--- src/rtl/pipe_bypass_chain.sv ---
// In-order pipeline register chain with stall/kill, late result
// capture and multi-port register forwarding lookup.
module pipe_bypass_chain #(
  parameter int DW        = 32,
  parameter int AW        = 5,
  parameter int NSTAGE    = 3,
  parameter int NSRC      = 2,
  parameter int RES_STAGE = 1
) (
  input  logic                 clk,
  input  logic                 rst,
  input  logic                 in_valid,
  output logic                 in_ready,
  input  logic [DW-1:0]        in_data,
  input  logic                 in_wen,
  input  logic [AW-1:0]        in_waddr,
  input  logic                 in_wdv,
  input  logic [DW-1:0]        in_wdata,
  input  logic [NSTAGE-1:0]    stall,
  input  logic [NSTAGE-1:0]    kill,
  input  logic                 res_en,
  input  logic [DW-1:0]        res_data,
  output logic                 out_valid,
  input  logic                 out_ready,
  output logic [DW-1:0]        out_data,
  output logic [DW-1:0]        out_wdata,
  output logic                 out_wen,
  output logic [AW-1:0]        out_waddr,
  output logic                 out_wdv,
  output logic [NSTAGE-1:0]    stage_valid,
  input  logic [NSRC*AW-1:0]   src_addr,
  output logic [NSRC-1:0]      fwd_hit,
  output logic [NSRC-1:0]      fwd_pend,
  output logic [NSRC*DW-1:0]   fwd_data
);

  logic [NSTAGE-1:0] valid_q, valid_d;
  logic [NSTAGE-1:0] wen_q, wen_d;
  logic [NSTAGE-1:0] wdv_q, wdv_d;
  logic [DW-1:0]     data_q  [NSTAGE];
  logic [DW-1:0]     data_d  [NSTAGE];
  logic [DW-1:0]     wdata_q [NSTAGE];
  logic [DW-1:0]     wdata_d [NSTAGE];
  logic [AW-1:0]     waddr_q [NSTAGE];
  logic [AW-1:0]     waddr_d [NSTAGE];

  logic [NSTAGE:0]   room;
  logic [NSTAGE-1:0] adv;
  logic              cap;
  logic              accept;
  logic [NSTAGE-1:0] wdv_e;
  logic [DW-1:0]     wdata_e [NSTAGE];

  // Advance chain, resolved from the oldest stage back to issue.
  // A killed stage counts as free for the stage behind it.
  always_comb begin
    room = '0;
    adv  = '0;
    room[NSTAGE] = out_ready;
    for (int i = NSTAGE-1; i >= 0; i--) begin
      adv[i]  = valid_q[i] & ~stall[i] & ~kill[i] & room[i+1];
      room[i] = ~valid_q[i] | adv[i] | kill[i];
    end
  end

  assign in_ready = ~rst & room[0];
  assign accept   = in_valid & in_ready;

  // Late result merged into an effective view of the stage fields,
  // shared by the next-state logic and the forwarding lookup.
  always_comb begin
    cap = res_en & valid_q[RES_STAGE] & wen_q[RES_STAGE]
        & ~wdv_q[RES_STAGE] & ~kill[RES_STAGE];
    wdv_e   = wdv_q;
    wdata_e = wdata_q;
    if (cap) begin
      wdv_e[RES_STAGE]   = 1'b1;
      wdata_e[RES_STAGE] = res_data;
    end
  end

  // Next stage contents: load from upstream, bubble, or hold.
  always_comb begin
    valid_d = valid_q;
    wen_d   = wen_q;
    wdv_d   = wdv_e;
    data_d  = data_q;
    wdata_d = wdata_e;
    waddr_d = waddr_q;
    if (accept) begin
      valid_d[0] = 1'b1;
      data_d[0]  = in_data;
      wen_d[0]   = in_wen;
      waddr_d[0] = in_waddr;
      wdv_d[0]   = in_wdv;
      wdata_d[0] = in_wdata;
    end else if (adv[0] | kill[0]) begin
      valid_d[0] = 1'b0;
    end
    for (int i = 1; i < NSTAGE; i++) begin
      if (adv[i-1]) begin
        valid_d[i] = 1'b1;
        data_d[i]  = data_q[i-1];
        wen_d[i]   = wen_q[i-1];
        waddr_d[i] = waddr_q[i-1];
        wdv_d[i]   = wdv_e[i-1];
        wdata_d[i] = wdata_e[i-1];
      end else if (adv[i] | kill[i]) begin
        valid_d[i] = 1'b0;
      end
    end
  end

  // Stage state registers with synchronous clear.
  always_ff @(posedge clk) begin
    if (rst) begin
      valid_q <= '0;
      wen_q   <= '0;
      wdv_q   <= '0;
      for (int i = 0; i < NSTAGE; i++) begin
        data_q[i]  <= '0;
        wdata_q[i] <= '0;
        waddr_q[i] <= '0;
      end
    end else begin
      valid_q <= valid_d;
      wen_q   <= wen_d;
      wdv_q   <= wdv_d;
      for (int i = 0; i < NSTAGE; i++) begin
        data_q[i]  <= data_d[i];
        wdata_q[i] <= wdata_d[i];
        waddr_q[i] <= waddr_d[i];
      end
    end
  end

  // Forwarding: youngest live writer wins, even if still pending.
  always_comb begin
    fwd_hit  = '0;
    fwd_pend = '0;
    fwd_data = '0;
    for (int j = 0; j < NSRC; j++) begin
      for (int i = NSTAGE-1; i >= 0; i--) begin
        if (valid_q[i] & wen_q[i] & ~kill[i]
            & (waddr_q[i] == src_addr[j*AW +: AW])
            & (src_addr[j*AW +: AW] != '0)) begin
          fwd_hit[j] = 1'b1;
          if (wdv_e[i]) begin
            fwd_pend[j]          = 1'b0;
            fwd_data[j*DW +: DW] = wdata_e[i];
          end else begin
            fwd_pend[j]          = 1'b1;
            fwd_data[j*DW +: DW] = '0;
          end
        end
      end
    end
  end

  assign out_valid   = valid_q[NSTAGE-1] & ~rst;
  assign out_data    = data_q[NSTAGE-1];
  assign out_wdata   = wdata_q[NSTAGE-1];
  assign out_wen     = out_valid & wen_q[NSTAGE-1];
  assign out_waddr   = waddr_q[NSTAGE-1];
  assign out_wdv     = wdv_q[NSTAGE-1];
  assign stage_valid = valid_q;

endmodule

--- config.mk ---
export PLATFORM = sky130hd
export DESIGN_NAME = pipe_bypass_chain
export DESIGN_NICKNAME = d
export VERILOG_FILES = /design/src/rtl/pipe_bypass_chain.sv
export SDC_FILE = /design/constraint.sdc
export NUM_CORES = 1
export LEC_CHECK = 0
export ABC_CLOCK_PERIOD_IN_PS = 3300
export BUFFER_PORTS_ARGS = -buffer_cell sky130_fd_sc_hd__buf_2
export CELL_PAD_IN_SITES_DETAIL_PLACEMENT = 0
export CELL_PAD_IN_SITES_GLOBAL_PLACEMENT = 1
export CORE_ASPECT_RATIO = 0.5
export CORE_MARGIN = 2
export CORE_UTILIZATION = 30
export DETAILED_ROUTE_END_ITERATION = 8
export GPL_ROUTABILITY_DRIVEN = 0
export HOLD_SLACK_MARGIN = 0.06
export MAX_ROUTING_LAYER = met4
export PLACE_DENSITY_LB_ADDON = 0.1
export SLEW_MARGIN = 5
export SYNTH_ARGS = -nofsm -noshare
export SYNTH_HDL_FRONTEND = slang
export SYNTH_SLANG_ARGS = --single-unit
--- constraint.sdc ---
create_clock -name clk -period 3.3 [get_ports clk]
set_input_delay 0.66 -clock clk [delete_from_list [all_inputs] [get_ports clk]]
set_output_delay 0.66 -clock clk [all_outputs]
set_load 0.01 [all_outputs]
* Word level (Yosys, flattened, before mapping) *
Cells that the tools add are included.

operators by class
  equality and inequality tests = 6
  mux-type cells = 34
  bitwise gates (word level) = 55
  reduce and logical (&&, ||, !) cells = 5

operators with widths
  operator            count
  2-to-1 mux 32 bit   11
  bitwise AND 1 bit   35
  == test 5 bit       6
  2-to-1 mux 1 bit    23
  NOT 1 bit           11
  nonzero test 5 bit  2
  bitwise OR 1 bit    9
  nonzero test 2 bit  3

storage, ports and cells
  bits in registers = 216
  output and inout bits = 144
  logic and storage cells = 118

* Longest topological paths before layout *
Gate-level depths: netlist of run 1.

  depth in word-level cells = 15
  depth in mapped cells = 7
  gate-level depth less buffers = 5

* Least setup slack after synthesis of run 1 *
OpenSTA, ideal clock, no wires.

  path kind = input -> output
  start = input kill[1]
  end = output fwd_data[54]
  data arrival time = 2.572 ns
  slack = 0.068 ns
  stages on the path = 7
  buffers on the path = 2
  cells stage by stage = nand3b_1 -> or4_1 -> or4_4 -> or3_1 -> buf_6 -> buf_6 -> o221ai_2

between the ends
  word-level cells in the longest chain between the ends = 6
  elaborated cells between the ends (all ways) = 10
  those cells by class = mux: 5; bitwise: 5

RTL lines
  item                                                           RTL line  source
  start, declared                                                20        input logic [NSTAGE-1:0] kill,
  NOT 1 bit *                                                    73, 144
  bitwise AND 1 bit (on tied branches)                           73, 144
  2-to-1 mux 32 bit, or another cell as far along                76        if (cap) begin
  2-to-1 mux 32 bit / bitwise AND 1 bit (equally long branches)  148, 146
  2-to-1 mux 32 bit * (2 in series)                              144       if (valid_q[i] & wen_q[i] & ~kill[i]
  end, declared                                                  34        output logic [NSRC*DW-1:0] fwd_data

Mark *: on every way between the ends. The rest lies on a longest branch, timed or not.

* Final worst setup path of run 1 *
  start = register waddr_q[9] (netlist name)
  end = output fwd_data[50]

between the ends
  word-level cells in the longest chain between the ends = 5

RTL lines
  item                             RTL line  source
  start, declared                  44        logic [AW-1:0] waddr_q [NSTAGE];
  start signal, assigned by index  132       waddr_q[i] <= waddr_d[i];
  == test 5 bit                    145       & (waddr_q[i] == src_addr[j*AW +: AW])
  bitwise AND 1 bit                145
  bitwise AND 1 bit                146       & (src_addr[j*AW +: AW] != '0)) begin
  2-to-1 mux 32 bit (2 in series)  144

Every way passes these cells.

==> results by group, run 1 <==
Timing
  – Final setup violation count: 33
  – Final setup margin: -0.282 ns
  – Setup_tns: -8.48 ns
  – Final Max Tran Viols: 0
  – Max Fclk: 279 MHz
  – Tmin final: 3.58 ns
  – Clock skew: 0.0144 ns
  – RSZ-0062 raised after global routing: yes
  – Hold Fails Final Rpt: 0
  – Slew @ Worst Pin: 0.623 ns
  – Max-slew headroom: 58.4%
  – Crit share post-route: 109%

Worst setup path
  – Critical path arrival: 2.92 ns
  – CP peak stage delay: 0.47 ns
  – R2r startpoint: stage_valid[1]$_SDFFE_PP0P_
  – Crit Path Max Fanout: 8
  – Crit Path Category: reg -> out
  – WP buf/inv: 2
  – Critical-path cell list: xor2_1 -> or4_1 -> or4_4 -> or3_4 -> buf_12 -> o221ai_2 -> buf_2
  – Crit end category: primary output
  – R2r setup slk: 1.18 ns
  – Critical path depth: 7
  – CP endpoint: fwd_data[50]
  – Worst setup path startpoint: waddr_q[9]$_SDFFE_PP0P_
  – Crit-path leading delay family: simple AND/OR/NAND/NOR gates
  – R2R Path End: wdata_e[87]$_SDFFE_PP0P_
  – Worst endpoint required time: 2.64 ns
  – Slowest-stage cell, CP: or4_1
  – FF-to-FF path depth: 7
  – Startpoint types: register

Floorplan
  – Die area: 36,200 µm²
  – Die Width: 267 µm
  – CORE AREA: 34,300 µm²
  – Initial Util: 30.3%
  – # IOs: 268
  – Row count: 48
  – Die Y: 136 µm

Layout
  – Nets: 1,517
  – Final instance area: 13,500 µm²
  – Finished Layout Cells: 1,890
  – Share of cells above drive strength 1: 38.2%
  – Layout area overhead: 29.6%
  – Finished Core Util: 39.3%

Drt
  – Post-DR vias/cell: 4.88
  – Starting DRT DRC Count: 364
  – Via count: 9,215
  – Drt first pass iters: 6
  – Antenna Violating Nets Remaining: 0
  – Post-route DRC: 0
  – Drt total wl: 36,600 µm
  – Wire per inst: 19.4 µm

GRT
  – Antenna violations before repair: 7
  – Number of global-route vias before repair: 9,133
  – Gr ovfl total: 0
  – Largest net degree at the start of global routing: 118
  – Global-route wire length before repair: 53,600 µm
  – GRT Util Overall: 19.5%

Clock network
  – H-tree levels: 1
  – CTS clock-pin slew for the worst setup and hold paths: 0.06 ns
  – CTS buffer count: 23
  – Max Buffers Root-to-Sink: 3
  – Skew-Pair Late Insertion Delay: 0.52 ns
  – Root buf cell: clkbuf_16
  – Hold buffer count at CTS: 0
  – CTS tree: done
  – CTS sink cnt: 216

Pwr
  – Peak VDD IR: 264 µV
  – Power Density: 430 nW/µm²
  – LEAKAGE: 5.40 nW
  – Total power: 5.79 mW

Synth
  – Synth Register Bits: 216
  – Dominant cell type by area after synthesis: dfxtp_1
  – Top post-synthesis cells by area: dfxtp_1, mux2_2, nand2_1
  – Synth top area share: 41.6%
  – Cells after Synth: 1,170
  – Async SR Flop Fraction: 0%
  – Post-synth EDFFs: 0
  – Cell area after synthesis: 10,400 µm²
  – Yosys warnings: 0
  – Most frequent cell after synthesis: dfxtp_1
  – Post-Syn Area per Cell: 8.88 µm²
  – Main synth FF type: dfxtp_1
  – Distinct cells, synth: 42
  – Seq/Total Area, Yosys: 41.6%
  – Commonest cells in the netlist: dfxtp_1, nand2_1, a21oi_1, clkbuf_1, nor2b_1
  – Syn Nets: 1,294

Placement
  – Placed Area: 12,200 µm²
  – Placed Instances: 1,819
  – Dpl hpwl: 22,500 µm
  – Port Buffer Count: 267

Worst hold path
  – Hold crit path type: in -> reg

Status
  – Failing checks: negative setup slack
  – Status: finished with violations

Job
  – Max Cap Viol: 0
[area by class of cell]
type	count	area [µm²]
clock inverter	9	98.8
antenna	7	17.5
clock buffer	31	616
fill	3528	20800
multi-input combinational	789	5310
timing repair buffer	363	2480
sequential	216	4360
tap	475	594
[placed cells by master (no fill, tap or decap), drive strengths merged, types with 20 or more instances in the layout]
cell,n
nor2,74
a21oi,84
a221o,32
clkbuf,37
a211oi,66
xor2,20
o221ai,32
nor2b,76
nand3,32
nor3,34
dfxtp,216
nand2,189
mux2,71
buf,357
mux2i,32
[power breakdown]
part / switching, mW / total [mW] / internal [mW]
Clock: 1.11 / 2.57 / 1.47
Combinational: 0.218 / 0.443 / 0.226
Sequential: 0.0709 / 2.77 / 2.70
[state kept, by name, summed over array words and instances (netlist names)]
signal       flops
out_wdata       32
out_waddr        5
stage_valid      3
out_data        32
wdata_e         32
data_q          64
wdata_q         32
wen_q            3
waddr_q         10
wdv_q            3
[what timing repair did]
| action | CTS | global route |
|---|---|---|
| setup buffers | 4 | 10 |
| cloned | 3 | 8 |
| gates resized for setup | 16 | 46 |
| endpoints found under the setup margin | 66 | 67 |
| endpoints found under the hold margin | 0 | 0 |
| pin swaps | 6 | 18 |
[how the worst min path moves through the flow]
stage,to,startpoint,depth (start not counted),slack (ns)
floorplan,data_q[32]$_SDFFE_PP0P_,data_q[64]$_SDFFE_PP0P_,2,0.43
global placement,data_q[32]$_SDFFE_PP0P_,data_q[64]$_SDFFE_PP0P_,2,0.43
detailed placement,data_q[63]$_SDFFE_PP0P_,data_q[95]$_SDFFE_PP0P_,2,0.44
CTS,data_q[80]$_SDFFE_PP0P_,in_data[16],2,0.33
global route,data_q[83]$_SDFFE_PP0P_,in_data[19],2,0.33
finish,data_q[80]$_SDFFE_PP0P_,in_data[16],2,0.35
[cells by family (layout without fill, tap and decap cells)]
kind of cell	after synthesis	count (layout)	synth area share, %
simple gates	435	435	19.4
buf+inv	165	403	8.82
other cells	0	7	0
compound gates	221	221	16.9
mux	103	103	10.8
flops	216	216	41.6
xor+xnor	30	30	2.53
[per-stage QoR]
stage / setup slack [ns] / hold WS (ns)
final: -0.282 / 0.354
after global routing: -0.404 / 0.330
after CTS: -0.352 / 0.329
after detailed placement: -0.308 / 0.439
after global placement: -0.297 / 0.433
after floorplan: 0.0685 / 0.427
[per-layer routing]
metal	wire (µm)	GRT usage, %
met2	18300	33.8
met4	873	5.62
met3	1500	3.24
met1	15900	23.4
met5	0	-
Power figures use the tool's default switching activity.
==> inputs of run 2 (changes only) <==
--- a/config.mk
+++ b/config.mk
@@ -10,7 +10,7 @@
 export CELL_PAD_IN_SITES_DETAIL_PLACEMENT = 0
 export CELL_PAD_IN_SITES_GLOBAL_PLACEMENT = 1
 export CORE_ASPECT_RATIO = 0.5
-export CORE_MARGIN = 2
+export CORE_MARGIN = 1
 export CORE_UTILIZATION = 30
 export DETAILED_ROUTE_END_ITERATION = 8
 export GPL_ROUTABILITY_DRIVEN = 0
==> run 2 against run 1 <==
Compared with the run above:
- the flow still finishes with violations (negative setup slack)
- via count is 0.65% lower
- sequential cell count did not move
- worst setup slack improved by 0.055 ns
- power shrank 1.8%
- global-route usage up 0.32 points
- register-to-register slack better by 0.05 ns
- critical endpoint is now fwd_data[46]
==> results by group, run 2 (synthesis results as in run 1) <==
Status
  – Status: finished with violations
  – Failing checks: negative setup slack

Floorplan
  – Die Y: 134 µm
  – CORE AREA: 33,600 µm²
  – Initial Util: 31.0%
  – # IOs: 268
  – Die Width: 265 µm
  – Die area: 35,400 µm²
  – Row count: 47

Pwr
  – Peak VDD IR: 285 µV
  – Total power: 5.69 mW
  – LEAKAGE: 5.32 nW
  – Power Density: 426 nW/µm²

Worst hold path
  – Hold Path Depth: 2
  – HP Start: in_waddr[4]
  – Hold crit path type: in -> reg
  – Hold endpoint: waddr_q[14]$_SDFFE_PP0P_

GRT
  – Largest net degree at the start of global routing: 115
  – Number of global-route vias before repair: 9,043
  – Gr ovfl total: 0
  – Antenna violations before repair: 4
  – Global-route wire length before repair: 53,400 µm
  – GRT Util Overall: 19.8%

Clock network
  – Root buf cell: clkbuf_16
  – CTS sink cnt: 216
  – H-tree levels: 1
  – Skew-Pair Late Insertion Delay: 0.52 ns
  – CTS tree: done
  – Hold buffer count at CTS: 0
  – Max Buffers Root-to-Sink: 3
  – CTS clock-pin slew for the worst setup and hold paths: 0.06 ns
  – CTS buffer count: 22

Layout
  – Max reg flops: 64
  – Multi-input logic area: 5420 µm²
  – Commonest non-fill, non-tap cell in the layout: buf_2
  – FF+latch area: 4330 µm²
  – Most flops, register: data_q
  – Finished Core Util: 39.8%
  – Layout area overhead: 28.4%
  – Most frequent cells in the layout: buf_2, dfxtp_1, nand2_1, a21oi_1, nor2b_1
  – Share of cells above drive strength 1: 38.3%
  – FILL cells: 3,469
  – Nets: 1,509

Drt
  – Antenna Violating Nets Remaining: 0
  – Post-DR vias/cell: 4.90
  – Via count: 9,155
  – Drt total wl: 35,000 µm
  – Drt first pass iters: 5
  – Post-route DRC: 0
  – Starting DRT DRC Count: 499
  – Wire per inst: 18.8 µm

Timing
  – Setup_tns: -6.46 ns
  – Hold Fails Final Rpt: 0
  – Final setup margin: -0.227 ns
  – Crit share post-route: 107%
  – Clock skew: 0.0172 ns
  – Hold slack: 0.361 ns
  – Final setup violation count: 34
  – Final Max Tran Viols: 0
  – Max Fclk: 284 MHz
  – Slew @ Worst Pin: 0.562 ns
  – Max-slew headroom: 62.5%
  – Tmin final: 3.53 ns
  – RSZ-0062 raised after global routing: yes

Placement
  – Dpl hpwl: 23,200 µm
  – Port Buffer Count: 267
  – Pre-CTS setup slack: -0.361 ns

Job
  – Max Cap Viol: 0

Worst setup path
  – R2R Path End: wdata_e[86]$_SDFFE_PP0P_
  – Crit end category: primary output
  – Crit Path Category: reg -> out
  – Crit Path Max Fanout: 23
  – FF-to-FF path depth: 7
  – Worst setup path startpoint: wen_q[1]$_SDFFE_PP0P_
  – Startpoint types: register
  – R2r setup slk: 1.23 ns
  – R2r startpoint: stage_valid[1]$_SDFFE_PP0P_
  – Critical path arrival: 2.87 ns
  – Worst endpoint required time: 2.64 ns
-- run 2: worst max-delay path: stages, from the launching register on --
cell and delay [ns]:
dfxtp_2 0.34, nand3b_1 0.11, or4_4 0.55, or4_4 0.43, or3_4 0.38, buf_12 0.19
o221ai_2 0.17, buf_2 0.15
-- run 2: per-stage QoR --
step / instances / cell area (µm²)
after CTS: 1863 / 13200
final: 1867 / 13400
after global routing: 1867 / 13400
after global placement: 1815 / 12200
after floorplan: 1170 / 10400
after detailed placement: 1815 / 12200
-- run 2: final cells by class --
cell class	instances	area share [%]
multi-input combinational	789	40.6
timing repair buffer	356	17.3
sequential	216	32.5
tap	465	4.36
antenna	4	0.0750
clock buffer	30	4.65
clock inverter	7	0.534
-- run 2: worst max path at each step --
stage,end,slack (ns),cells past startpoint
finish,fwd_data[46],-0.23,7
global route,fwd_data[43],-0.32,7
CTS,fwd_data[50],-0.25,7
detailed placement,fwd_data[32],-0.36,8
global placement,fwd_data[33],-0.30,8
floorplan,fwd_data[54],0.07,7
-- run 2: layer usage --
layer,track usage [%],wire [µm],up-vias
li1,-,-,4455
met3,2.99,1270,44
met4,4.56,662,0
met5,-,0,-
met1,23.8,15200,4463
met2,34.9,17900,193
-- run 2: timing repair --
item,in CTS,in global routing
endpoints found under the setup margin,60,66
gates cloned,4,1
resized for setup,33,37
buffers inserted,7,2
pin swaps,4,8
-- run 2: power by group --
| group | switching (mW) | leakage [nW] | internal (mW) | total (mW) |
|---|---|---|---|---|
| combinational | 0.221 | 3.22 | 0.229 | 0.451 |
| clock | 1.07 | 0.345 | 1.39 | 2.46 |
| sequential | 0.0726 | 1.76 | 2.70 | 2.78 |
| total | 1.36 | 5.32 | 4.33 | 5.69 |
==> inputs of run 3 (changes only) <==
--- a/config.mk
+++ b/config.mk
@@ -12,8 +12,8 @@
 export CORE_ASPECT_RATIO = 0.5
 export CORE_MARGIN = 1
 export CORE_UTILIZATION = 30
+export CTS_BUF_LIST = sky130_fd_sc_hd__clkbuf_4 sky130_fd_sc_hd__clkbuf_8 sky130_fd_sc_hd__clkbuf_16
 export DETAILED_ROUTE_END_ITERATION = 8
-export GPL_ROUTABILITY_DRIVEN = 0
 export HOLD_SLACK_MARGIN = 0.06
 export MAX_ROUTING_LAYER = met4
 export PLACE_DENSITY_LB_ADDON = 0.1
==> run 3 against run 2 <==
Compared with the run above:
- the flow still finishes with violations (negative setup slack)
- non-clock buffer count unchanged
- utilization about the same
- first-iteration DRC count decreased by 6.0%
- die area unchanged
- final cell count unchanged
- sequential cell count unchanged
- highest routed layer unchanged
- power increased by 0.50%
- combinational power about the same
- global-route usage about the same
==> results by group, run 3 (synthesis results as in run 1) <==
Layout
  – Finished Core Util: 39.8%
  – Share of cells above drive strength 1: 38.6%
  – Layout area overhead: 28.6%
  – Most flops, register: data_q
  – FF+latch area: 4330 µm²
  – Nets: 1,509
  – Finished Layout Cells: 1,867
  – Final instance area: 13,400 µm²
  – Max reg flops: 64
  – Multi-input logic area: 5420 µm²
  – FILL cells: 3,468
  – Commonest non-fill, non-tap cell in the layout: buf_2
  – Most frequent cells in the layout: buf_2, dfxtp_1, nand2_1, a21oi_1, nor2b_1

Worst setup path
  – Crit end category: primary output
  – Crit-path leading delay family: simple AND/OR/NAND/NOR gates
  – Slowest-stage cell, CP: or4_4
  – Worst endpoint required time: 2.64 ns
  – Crit Path Category: reg -> out
  – R2r setup slk: 1.23 ns
  – WP buf/inv: 2
  – Critical-path cell list: nand3b_1 -> or4_4 -> or4_4 -> or3_4 -> buf_12 -> o221ai_2 -> buf_2
  – Most common cell on crit path: or4_4
  – Critical path arrival: 2.86 ns
  – CP peak stage delay: 0.55 ns
  – Crit Path Max Fanout: 23
  – Startpoint types: register

Clock network
  – CTS sink cnt: 216
  – CTS clock-pin slew for the worst setup and hold paths: 0.06 ns
  – H-tree levels: 1
  – Hold buffer count at CTS: 0
  – Skew-Pair Late Insertion Delay: 0.52 ns
  – CTS buffer count: 22
  – CTS tree: done
  – Max Buffers Root-to-Sink: 3
  – Root buf cell: clkbuf_16

Pwr
  – LEAKAGE: 5.34 nW
  – Switching Fraction: 23.7%
  – Clk network pwr share: 43.5%
  – Combinational share of power: 7.9%
  – Total power: 5.72 mW
  – Peak VDD IR: 285 µV
  – P_sw: 1.35 mW
  – Power Density: 428 nW/µm²
  – Internal power: 4.36 mW
  – Register share of total power: 48.6%

Timing
  – Max Fclk: 284 MHz
  – Final Max Tran Viols: 0
  – Hold slack: 0.361 ns
  – Final setup margin: -0.224 ns
  – Hold Fails Final Rpt: 0
  – Max-slew headroom: 62.8%
  – Clock skew: 0.0176 ns
  – Final setup violation count: 34
  – RSZ-0062 raised after global routing: yes
  – Setup_tns: -6.37 ns
  – Crit share post-route: 107%
  – Slew @ Worst Pin: 0.557 ns
  – Tmin final: 3.52 ns

Placement
  – Placed Area: 12,200 µm²
  – Placed Instances: 1,815
  – Pre-CTS setup slack: -0.361 ns
  – GPL Wtd Cong: 0.858
  – Dpl hpwl: 23,200 µm
  – Port Buffer Count: 267

Status
  – Status: finished with violations
  – Failing checks: negative setup slack

Worst hold path
  – Hold crit path type: in -> reg

GRT
  – Gr ovfl total: 0
  – Largest net degree at the start of global routing: 115
  – Global-route wire length before repair: 53,400 µm
  – GRT Util Overall: 19.8%
  – Antenna violations before repair: 4
  – Number of global-route vias before repair: 9,047

Drt
  – Via count: 9,140
  – Post-route DRC: 0
  – Post-DR vias/cell: 4.90
  – Starting DRT DRC Count: 469
  – Wire per inst: 18.7 µm
  – Drt total wl: 35,000 µm
  – Antenna Violating Nets Remaining: 0
  – Drt first pass iters: 5

Floorplan
  – Die Y: 134 µm
  – CORE AREA: 33,600 µm²
  – Row count: 47
  – Initial Util: 31.0%
  – Die Width: 265 µm
  – Die area: 35,400 µm²
  – # IOs: 268

Job
  – Max Cap Viol: 0
==> run 3: cell count changes in the layout (fill, tap and decap cells not counted) <==
cell and delta:
clkbuf_1 -4, clkbuf_4 +4
==> run 3: path summary, 6_finish.rpt <==
path                               startpoint                       end  depth (start not counted)
hold reg to reg       data_q[89]$_SDFFE_PP0P_   data_q[57]$_SDFFE_PP0P_                          2
setup / recovery        wen_q[1]$_SDFFE_PP0P_              fwd_data[46]                          7
setup reg to reg  stage_valid[1]$_SDFFE_PP0P_  wdata_e[86]$_SDFFE_PP0P_                          7
hold / removal                    in_waddr[4]  waddr_q[14]$_SDFFE_PP0P_                          2
==> run 3: final cells by class <==
class | instances | share of cell area, %
Clock inverter | 7 | 0.534
Clock buffer | 30 | 4.76
Sequential cell | 216 | 32.4
Tap cell | 465 | 4.35
Multi-Input combinational cell | 789 | 40.5
Timing Repair Buffer | 356 | 17.3
Antenna cell | 4 | 0.0749
==> run 3: layer usage <==
layer	track usage (%)	part of all wire, %	vias up
li1	-	-	4456
met1	23.8	44	4471
met2	34.9	51	169
met3	2.99	3.4	44
met4	4.56	1.9	0
met5	-	0	-
==> run 3: power by group through the flow <==
stage / sequential (mW) / clock, mW / combinational [mW]
final: 2.78 / 2.49 / 0.450
after global routing: 2.79 / 2.70 / 0.496
after CTS: 2.77 / 2.58 / 0.449
after detailed placement: 2.83 / 0 / 0.445
after global placement: 2.83 / 0 / 0.437
after floorplan: 2.81 / 0 / 0.257
==> run 3: what timing repair did <==
item	in CTS	in global routing
setup endpoints to repair	60	66
setup buffers	7	2
resized for setup	33	37
cloned	4	1
endpoints found under the hold margin	0	0
pin swaps	4	8
==> run 3: worst register-to-register path, cell delays in order (launching register included) <==
cell and delay (ns):
dfxtp_1 0.33, buf_4 0.12, nor2b_1 0.27, buf_4 0.21, a21boi_4 0.06, o21ai_4 0.15, buf_4 0.41, mux2_2 0.40
